File: config.mk
export PLATFORM = sky130hd
export DESIGN_NAME = duty_ctrl
export DESIGN_NICKNAME = d
export VERILOG_FILES = /design/src/rtl/duty_ctrl.sv
export SDC_FILE = /design/constraint.sdc
export NUM_CORES = 1
export LEC_CHECK = 0
export ABC_CLOCK_PERIOD_IN_PS = 4000
export CAP_MARGIN = 20
export CORE_ASPECT_RATIO = 1.5
export CORE_MARGIN = 2
export CORE_UTILIZATION = 50
export DETAILED_ROUTE_END_ITERATION = 10
export PLACE_DENSITY = 0.72
export SKIP_LAST_GASP = 1
export SLEW_MARGIN = 0
export SYNTH_ARGS = -nofsm -noshare
export SYNTH_HDL_FRONTEND = slang
export SYNTH_SLANG_ARGS = --single-unit
File: constraint.sdc
create_clock -name clk -period 4 [get_ports clk]
set_clock_uncertainty 0.2 [all_clocks]
set_input_delay 0.6 -clock clk [delete_from_list [all_inputs] [get_ports clk]]
set_output_delay 0.6 -clock clk [all_outputs]
set_load 0.02 [all_outputs]
File: src/rtl/duty_ctrl.sv
// duty_ctrl -- two-channel duty register adjusted by push buttons.
//
// Raw sel/push_up/push_down are synchronized (two flops) and the buttons are
// debounced. A single debounced press steps the active channel by one, and
// holding the button auto-repeats every REPEAT_CYCLES cycles. Pressing both
// buttons locks out stepping until both are released. The active channel
// only follows sel while idle with no button pressed.
//
// Ports
//   clk        rising-edge clock
//   reset      synchronous, active-high
//   sel        raw channel select (1 = channel 1, 0 = channel 2)
//   push_up    raw increment button
//   push_down  raw decrement button
//   duty1      channel-1 duty value, saturates at [0, DUTY_MAX]
//   duty2      channel-2 duty value, saturates at [0, DUTY_MAX]
//   active_ch  channel currently in use (1 = channel 1)
//   upd        one-cycle strobe in the first cycle a duty register changes

// Debouncer: q toggles once din has disagreed with it for N consecutive
// samples; a single agreeing sample restarts the count.
module duty_ctrl_db #(
  parameter int N = 4
) (
  input  logic clk,
  input  logic reset,
  input  logic din,
  output logic q
);
  localparam int CW = (N > 1) ? $clog2(N) : 1;

  logic [CW-1:0] cnt;

  always_ff @(posedge clk) begin
    if (reset) begin
      q   <= 1'b0;
      cnt <= '0;
    end else if (din != q) begin
      if (cnt == CW'(N - 1)) begin
        q   <= ~q;
        cnt <= '0;
      end else begin
        cnt <= cnt + 1'b1;
      end
    end else begin
      cnt <= '0;
    end
  end
endmodule

module duty_ctrl #(
  parameter int               WIDTH         = 8,
  parameter logic [WIDTH-1:0] DUTY_MAX      = 8'd200,
  parameter logic [WIDTH-1:0] DUTY_INIT     = 8'd100,
  parameter int               DB_CYCLES     = 4,
  parameter int               REPEAT_CYCLES = 16
) (
  input  logic             clk,
  input  logic             reset,
  input  logic             sel,
  input  logic             push_up,
  input  logic             push_down,
  output logic [WIDTH-1:0] duty1,
  output logic [WIDTH-1:0] duty2,
  output logic             active_ch,
  output logic             upd
);
  localparam int RW = $clog2(REPEAT_CYCLES);

  typedef enum logic [1:0] {IDLE, HOLD, LOCK} state_t;

  // {sel, up, down} through two flops
  logic [2:0] sync1, sync2;
  logic       sel_s, up_s, down_s;

  always_ff @(posedge clk) begin
    if (reset) begin
      sync1 <= '0;
      sync2 <= '0;
    end else begin
      sync1 <= {sel, push_up, push_down};
      sync2 <= sync1;
    end
  end

  assign {sel_s, up_s, down_s} = sync2;

  logic up_db, down_db;

  duty_ctrl_db #(.N(DB_CYCLES)) u_db_up (
    .clk(clk), .reset(reset), .din(up_s), .q(up_db)
  );
  duty_ctrl_db #(.N(DB_CYCLES)) u_db_dn (
    .clk(clk), .reset(reset), .din(down_s), .q(down_db)
  );

  state_t        state;
  logic          held_up;   // direction latched on entry to HOLD
  logic [RW-1:0] rpt;

  logic             one_btn, both_btn, none_btn;
  logic             step_en, step_up, can_step;
  logic [WIDTH-1:0] cur, nxt;

  assign one_btn  = up_db ^ down_db;
  assign both_btn = up_db & down_db;
  assign none_btn = ~(up_db | down_db);

  always_comb begin
    step_en = 1'b0;
    step_up = up_db;
    case (state)
      IDLE:    step_en = one_btn;
      HOLD:    step_en = one_btn && (up_db == held_up) &&
                         (rpt == RW'(REPEAT_CYCLES - 1));
      default: step_en = 1'b0;
    endcase
  end

  // Saturating step on the active channel; a step at a limit is a no-op
  // and must not strobe upd.
  assign cur      = active_ch ? duty1 : duty2;
  assign can_step = step_up ? (cur < DUTY_MAX) : (cur != '0);
  assign nxt      = step_up ? cur + 1'b1 : cur - 1'b1;

  always_ff @(posedge clk) begin
    if (reset) begin
      state     <= IDLE;
      held_up   <= 1'b0;
      rpt       <= '0;
      duty1     <= DUTY_INIT;
      duty2     <= DUTY_INIT;
      active_ch <= 1'b1;
      upd       <= 1'b0;
    end else begin
      upd <= 1'b0;
      if (step_en && can_step) begin
        if (active_ch) duty1 <= nxt;
        else           duty2 <= nxt;
        upd <= 1'b1;
      end

      case (state)
        IDLE: begin
          if (both_btn) begin
            state <= LOCK;
          end else if (one_btn) begin
            state   <= HOLD;
            held_up <= up_db;
            rpt     <= '0;
          end else begin
            active_ch <= sel_s;
          end
        end
        HOLD: begin
          if (both_btn) begin
            state <= LOCK;
          end else if (none_btn) begin
            state <= IDLE;
          end else if (up_db != held_up) begin
            // direction swapped without a gap: re-arm from IDLE
            state <= IDLE;
          end else if (rpt == RW'(REPEAT_CYCLES - 1)) begin
            rpt <= '0;
          end else begin
            rpt <= rpt + 1'b1;
          end
        end
        LOCK: begin
          if (none_btn) state <= IDLE;
        end
        default: state <= IDLE;
      endcase
    end
  end
endmodule

# == Word level (Yosys, flattened, before mapping) ==
# Cells that the tools add are included.
# word_totals
regBits,37
in_bits,5
output_inout_bits,18
wordCells,81
# classes
n_addsub,5
magnitude_cmp,1
n_eq_ne,17
n_mux,19
bitwise_logic,10
n_reduce_logical,16
# ops
op,count
4-bit 2-to-1 mux,6
8-bit 2-to-1 mux,2
2-bit 2-to-1 mux,6
"2-bit inequality test, second input constant",6
3-bit AND reduction,3
"8-bit by 1-bit adder with 8-bit output, second input constant",1
"8-bit < comparator, second input constant",1
4-bit one-hot mux with 2 select lines,1
2-bit AND reduction,4
8-bit nonzero test,1
"8-bit by 1-bit subtractor with 8-bit output, second input constant",1
1-bit NOT,7
"2-bit == test, second input constant",3
2-bit one-hot mux with 3 select lines,1
6-bit AND reduction,1
3-bit OR reduction,2
"2-bit by 1-bit adder with 2-bit output, second input constant",2
"4-bit by 1-bit adder with 4-bit output, second input constant",1
"4-bit == test, second input constant",1
"4-bit inequality test, second input constant",1
1-bit logical AND,3
1-bit inequality test,3
"3-bit inequality test, second input constant",1
"2-bit by 1-bit == test with 1-bit output, second input constant",1
other kinds (8),9

# == Depth between registers and ports, before layout ==
# Gate-level depths: netlist (run 1).
# logic_depth
depth_word,6
depth_mapped,10

# == Modules after synthesis ==
# From an unflattened synthesis (run 1), not the netlist that was laid out.
# unflattened
hier_cells,206
hier_area_um2,1923.1
# modules_own_cells
module,instances,cells_each,area_per_inst_um2,seq_area_each_um2
duty_ctrl,1,188,1690.4,620.6
duty_ctrl_db,2,9,116.4,60.1

# == Worst setup path after synthesis (run 1) ==
# No wires, ideal clock.
# synth_path
kind,reg2reg
from,register active_ch
to,register duty1[5]
setup_ns,0.132
arrival_time_ns,2.725
required_time_ns,3.668
setup_slack_ns,0.943
stages_incl_launch_ff,11
synth_period_minus_slack_ns,3.057
path_cell_list,dfxtp_1 -> buf_4 -> clkbuf_1 -> mux2_2 -> ha_1 -> clkbuf_1 -> and4_1 -> a211o_1 -> or3_1 -> nand3_1 -> o211ai_1
# synth_via
elab_chain_cells,5
word_cells_on_any_way,9
# synth_rtl
element,line_no,rtl
from (decl),65,"output logic active_ch,"
from (signal assigned),152,active_ch <= sel_s;
8-bit 2-to-1 mux,122,assign cur = active_ch ? duty1 : duty2;
8-bit < comparator or 8-bit nonzero test (tied branches),123,assign can_step = step_up ? (cur < DUTY_MAX) : (cur != '0);
1-bit 2-to-1 mux,123,
1-bit logical AND,137,if (step_en && can_step) begin
2-bit AND reduction (no source line),-,
to (signal assigned),138,if (active_ch) duty1 <= nxt;
to (decl),63,"output logic [WIDTH-1:0] duty1,"
# Parallel ways exist; a longest one is shown, timed or not.
# A chain may end at the register's enable or synchronous reset.

# == Worst setup path in the final report (run 1) ==
# layout_path
from,register active_ch
to,register duty1[6]
# The elaborated chain is that of the path after synthesis.

==> flow_summary.yaml, run 1 <==
floorplanning:
  die_w_um: 55.5
  rows: 28
  core_area_sq_um: 3890
  ioPinCount: 23
  die-area_sq_um: 4500
  initial_core_util_pct: 51.1
  die_h_um: 81.2
pwr:
  clockPowerShare_pct: 38.7
  ir_worst_vdd_v: 0.000233
  netSwitchingFraction_pct: 22.9
  comb_power_share_pct: 3.7
  p_switching_uw: 150
  p_leak_uw: 0.000873
  seqPwrFrac_pct: 57.6
  power_density_nw_per_um2: 281
  power.internal_uw: 504
cells_and_area:
  area_delta_synth_final_pct: 17.1
  register_area_sq_um: 741
  multiInputGateArea_sq_um: 1150
  fillers: 346
  antenna_cells: 0
  drive_above_1_share_pct: 9.76
  fin_nets: 262
critical_path:
  cp-start-kind: "flop"
  cp-end-kind: "flop"
  worstPathRequired_ns: 3.98
  worstSetupPathType: "flop to flop"
  crit_fanout: 17
  critPathArrivalTime_ns: 2.97
yosys:
  ys_top_cells_by_count: "37 x dfxtp_1, 24 x nor2_1, 13 x nand2_1"
  yosysSeqAreaShare_pct: 37.3
  yosys_warnings: 0
  synth.distinct_cells: 47
  synth_seq_cells: 37
  ys_top_cells_by_area: "dfxtp_1 37%, ha_1 6.9%, mux2i_1 6.0%"
  netlist_area_sq_um: 1990
  synth-edff-count: 0
  synth_most_common_cell: "dfxtp_1"
  synth_flop_cell: "dfxtp_1"
  syn_area_per_cell_sq_um: 8.95
  ys_async_sr_fraction_pct: 0
  synthCells: 222
  synth_nets: 239
  yosys.area.top_type: "dfxtp_1"
  synth_top_area_share_pct: 37.3
clock_tree:
  htreeDepth: 2
  cts.sinks: 37
  clockRootBuffer: "clkbuf_8"
  cts_made_buffers: 5
  post_cts_buffers: 0
  cts.path.max_buffers: 2
  cts_hold_buf: 0
  clkTransAtPathRegs_ns: 0.08
  cts-resized-gates: 0
  cts_tree: "done"
  clkLatencyLatePin_ns: 0.29
timing:
  min_period_ns: 2.99
  worst_pin_slew_ns: 0.792
  fmax_mhz: 334
  post-route-period-util_pct: 74.8
  rsz0062_at_grt: "no"
  drv_slew: 0
  tns_ns: 0
  timing.slew.headroom_pct: 46.7
  whs_ns: 0.218
  final_hold_viol_count: 0
  finalSetupViolations: 0
global_route:
  grt_pass1_vias: 1675
  grt_max_degree: 18
  grt_pass1_wl_um: 7260
  grt_use_total_pct: 20.3
  antenna_found_initial: 0
  overflow: 0
place:
  port_buffers: 22
  routabilityCongestion: 0.815
  hpwlAfterDp_um: 3090
route:
  ant_nets: 0
  wl_per_cell_um: 14.1
  viasPerCell: 5.63
  drt-initial-drc-count: 46
  wirelength_um: 4100
  num_vias: 1637
  firstDrtPassIters: 4
  drc: 0
status:
  status: "completed"
flow_run:
  max-cap-violations: 0
worst_hold_path:
  worst_hold_path_type: "flop to flop"
state kept, by name (all words and copies together), names as in the netlist:
register	count
sync2	3
active_ch	1
held_up	1
u_db_dn.q	1
duty2	8
sync1	3
state	2
u_db_dn.cnt	2
upd	1
u_db_up.cnt	2
u_db_up.q	1
duty1	8
rpt	4
worst max-delay path: stages (launching register included):
cell      delay, ns
dfxtp_1        0.71
mux2_2         0.45
fa_1           0.44
a211oi_1       0.31
o21bai_1       0.13
a21oi_1        0.18
xnor2_1        0.12
a211o_2        0.33
metal layers:
metal	part of all wire, %	vias to the layer above	track usage [%]
met5	0	-	0
met4	2.4	0	11.7
met3	1.8	8	3.98
met2	54	18	37.5
met1	42	770	21.3
li1	-	841	-
final cells by class:
class	instances	area share, %
multi-input cells	164	49.5
flip-flops and latches	37	31.8
repair buffers	26	10.8
clock buffers	5	2.96
well taps	45	2.42
inverters	11	1.77
clock inverters	3	0.753
worst paths after layout:
check / slack (ns) / from / to / depth (start not counted)
min reg2reg: 0.22 / u_db_dn.cnt[0]$_SDFF_PP0_ / u_db_dn.cnt[0]$_SDFF_PP0_ / 1
min: 0.22 / u_db_dn.cnt[0]$_SDFF_PP0_ / u_db_dn.cnt[0]$_SDFF_PP0_ / 1
max: 1.01 / active_ch$_SDFFE_PP1P_ / duty1[6]$_SDFFE_PP1P_ / 7
max reg2reg: 1.01 / active_ch$_SDFFE_PP1P_ / duty1[6]$_SDFFE_PP1P_ / 7
per-stage QoR:
| stage | total power (uW) | cells | utilization, % | setup WS (ns) | cell area, sq um |
|---|---|---|---|---|---|
| 5_1_grt | 682 | 291 | 59.8 | 0.814 | 2330 |
| 2_1_floorplan | 400 | 222 | - | 0.943 | 1990 |
| 4_1_cts | 659 | 291 | 59.8 | 1.02 | 2330 |
| 6_report | 654 | 291 | 59.8 | 1.01 | 2330 |
| 3_5_place_dp | 410 | 283 | 57.6 | 1.05 | 2240 |
| 3_3_place_gp | 409 | 283 | 57.6 | 1.04 | 2240 |
layout by cell type (no fill, tap or decap), drive strengths merged, types with 2 or more instances in the layout:
cell type,instances
dfxtp,37
nor2,24
clkdlybuf4s50,22
nand2,13
mux2i,12
inv,11
ha,11
o21ai,10
a21oi,9
nor2b,8
xnor2,7
or3,7
nor4,7
mux2,6
nor3,6
nand3,6
clkbuf,5
a211o,5
buf,4
nand4,3
o21a,2
or4,2
nand2b,2
nand3b,2
and4,2
and3,2
o211ai,2
clkinv,2
power groups by stage:
| stage | Combinational, uW | Sequential [uW] | Clock [uW] |
|---|---|---|---|
| 6_report | 24.1 | 377 | 253 |
| 5_1_grt | 27.0 | 378 | 278 |
| 4_1_cts | 24.4 | 377 | 258 |
| 3_5_place_dp | 24.3 | 385 | 0 |
| 3_3_place_gp | 24.2 | 385 | 0 |
| 2_1_floorplan | 17.5 | 383 | 0 |
logic make-up after synthesis:
logic type | Yosys count | share of synthesized area [%]
and+or+nand+nor | 88 | 24.1
xor gates and xnor gates | 8 | 3.53
buffers and inverters | 21 | 4.72
AOI/OAI and AO/OA | 38 | 13.0
adders and majority gates | 12 | 7.93
muxes | 18 | 9.45
DFF | 37 | 37.3
Power figures use the tool's default switching activity.
==> run 2: changes to the inputs <==
--- a/config.mk
+++ b/config.mk
@@ -5,13 +5,13 @@
 export SDC_FILE = /design/constraint.sdc
 export NUM_CORES = 1
 export LEC_CHECK = 0
-export ABC_CLOCK_PERIOD_IN_PS = 4000
+export ABC_CLOCK_PERIOD_IN_PS = 2600
 export CAP_MARGIN = 20
 export CORE_ASPECT_RATIO = 1.5
 export CORE_MARGIN = 2
 export CORE_UTILIZATION = 50
 export DETAILED_ROUTE_END_ITERATION = 10
-export PLACE_DENSITY = 0.72
+export PLACE_DENSITY = 0.75
 export SKIP_LAST_GASP = 1
 export SLEW_MARGIN = 0
 export SYNTH_ARGS = -nofsm -noshare
==> constraint.sdc (replaced) <==
create_clock -name clk -period 2.6 [get_ports clk]
set_clock_uncertainty 0.2 [all_clocks]
set_input_delay 0.39 -clock clk [delete_from_list [all_inputs] [get_ports clk]]
set_output_delay 0.39 -clock clk [all_outputs]
set_load 0.02 [all_outputs]
==> flow_summary.yaml, run 2 (synthesis results as in run 1) <==
critical_path:
  crit_start: "active_ch$_SDFFE_PP1P_"
  path_cells: "mux2_2 > fa_2 > a211oi_2 > o21bai_1 > a21oi_1 > xnor2_1 > a211o_2"
  endpoint: "duty1[6]$_SDFFE_PP1P_"
  cp-end-kind: "flop"
  slowest_delay_ns: 0.40
  r2r_cells: 7
  cp_slowest_cell: "dfxtp_4"
  crit_fanout: 8
  reg2reg_slack_ns: 0.18
  worstPathRequired_ns: 2.58
  critPathArrivalTime_ns: 2.41
  cp-start-kind: "flop"
  worstReg2RegStart: "active_ch$_SDFFE_PP1P_"
  timing.rr.end: "duty1[6]$_SDFFE_PP1P_"
  worstSetupPathType: "flop to flop"
timing:
  drv_slew: 0
  fmax_mhz: 413
  rsz0062_at_grt: "no"
  post-route-period-util_pct: 93.2
  finalSetupViolations: 0
  min_period_ns: 2.42
  final_hold_viol_count: 0
  timing.slew.headroom_pct: 69.7
  layout_setup_ws_ns: 0.176
  whs_ns: 0.223
  worst_pin_slew_ns: 0.454
flow_run:
  max-cap-violations: 0
route:
  drt-initial-drc-count: 38
  viasPerCell: 5.70
  wl_per_cell_um: 14.7
  num_vias: 1688
  ant_nets: 0
  drc: 0
  firstDrtPassIters: 4
  wirelength_um: 4340
pwr:
  ir_worst_vdd_v: 0.000450
  p_leak_uw: 0.000910
  seqPwrFrac_pct: 53.1
  comb_power_share_pct: 3.9
  power_density_nw_per_um2: 444
  power.internal_uw: 840
  netSwitchingFraction_pct: 22.7
  clockPowerShare_pct: 43.0
  p_switching_uw: 246
place:
  routabilityCongestion: 0.875
  hpwlAfterDp_um: 3310
  port_buffers: 22
  pre_cts_ws_ns: 0.164
cells_and_area:
  reg.largest.list: "duty1: 8 flops, duty2: 8 flops, rpt: 4 flops"
  area_delta_synth_final_pct: 23.0
  fin_nets: 267
  antenna_cells: 0
  final_common_cell: "dfxtp_1"
  drive_above_1_share_pct: 14.3
  final_cell_mix: "36 x dfxtp_1, 24 x nor2_1, 22 x clkdlybuf4s50_1, 13 x nand2_1, 12 x mux2i_1"
clock_tree:
  clkLatencyLatePin_ns: 0.29
  htreeDepth: 2
  cts_made_buffers: 5
  cts_hold_buf: 0
  clockRootBuffer: "clkbuf_8"
  cts.path.max_buffers: 2
  cts.sinks: 37
  clkTransAtPathRegs_ns: 0.08
  cts_tree: "done"
global_route:
  overflow: 0
  grt_use_total_pct: 20.9
  grt_pass1_wl_um: 7360
  grt_max_degree: 22
  antenna_found_initial: 0
  grt_pass1_vias: 1604
floorplanning:
  die_h_um: 81.2
  die_w_um: 55.5
  rows: 28
  initial_core_util_pct: 51.1
  die-area_sq_um: 4500
  core_area_sq_um: 3890
  ioPinCount: 23
worst_hold_path:
  worst_hold_path_type: "flop to flop"
status:
  status: "completed"
run 2: worst max-delay path: cells and delay by family (launching register included):
| family | cells | cell delay (ns) |
|---|---|---|
| AOI/OAI and AO/OA | 4 | 0.82 |
| DFF | 1 | 0.40 |
| muxes | 1 | 0.39 |
| adders and majority gates | 1 | 0.38 |
| xor gates and xnor gates | 1 | 0.10 |
run 2: timing repair:
item | 4_1_cts | 5_1_grt
endpoints found under the setup margin | 0 | 2
gates resized for setup | 0 | 3
buffers inserted | 0 | 0
run 2: worst min-delay path by stage:
| stage | start | to | cells after the start | slack (ns) |
|---|---|---|---|---|
| after floorplan | u_db_dn.cnt[0]$_SDFF_PP0_ | u_db_dn.cnt[0]$_SDFF_PP0_ | 1 | 0.20 |
| after global placement | u_db_dn.cnt[0]$_SDFF_PP0_ | u_db_dn.cnt[0]$_SDFF_PP0_ | 1 | 0.21 |
| after detailed placement | u_db_up.cnt[0]$_SDFF_PP0_ | u_db_up.cnt[0]$_SDFF_PP0_ | 1 | 0.22 |
| after CTS | u_db_up.cnt[0]$_SDFF_PP0_ | u_db_up.cnt[0]$_SDFF_PP0_ | 1 | 0.23 |
| after global routing | u_db_dn.cnt[0]$_SDFF_PP0_ | u_db_dn.cnt[0]$_SDFF_PP0_ | 1 | 0.25 |
| final | u_db_up.cnt[0]$_SDFF_PP0_ | u_db_up.cnt[0]$_SDFF_PP0_ | 1 | 0.22 |
run 2: layout make-up:
cell class / count / area [sq um]
clock buffers: 6 / 93.8
clock inverters: 2 / 16.3
fillers: 337 / 1450
inverters: 11 / 41.3
multi-input cells: 164 / 1200
flip-flops and latches: 37 / 744
well taps: 45 / 56.3
repair buffers: 31 / 288
run 2: stage by stage:
step	cell area, sq um	setup TNS (ns)	total power (uW)	instances	util, %
2_1_floorplan	2040	-0.0664	619	222	-
3_3_place_gp	2300	0	631	288	59.2
3_5_place_dp	2300	0	632	288	59.2
4_1_cts	2410	0	1090	296	62.0
5_1_grt	2440	0	1120	296	62.8
6_report	2440	0	1090	296	62.8
run 2: per-layer routing:
| metal | track usage [%] | part of all wire (%) | up-vias | wire, um |
|---|---|---|---|---|
| met2 | 39.8 | 53 | 28 | 2310 |
| met4 | 10.0 | 3.2 | 0 | 139 |
| met3 | 3.82 | 2.0 | 13 | 87 |
| met1 | 21.9 | 42 | 795 | 1810 |
| met5 | 0 | 0 | - | 0 |
| li1 | - | - | 852 | - |
run 2: power by group through the flow:
stage          Sequential, uW  Combinational, uW  Clock, uW
2_1_floorplan             589               29.5          0
3_3_place_gp              590               41.5          0
3_5_place_dp              590               42.2          0
4_1_cts                   577               42.2        475
5_1_grt                   578               46.8        501
6_report                  577               42.4        467
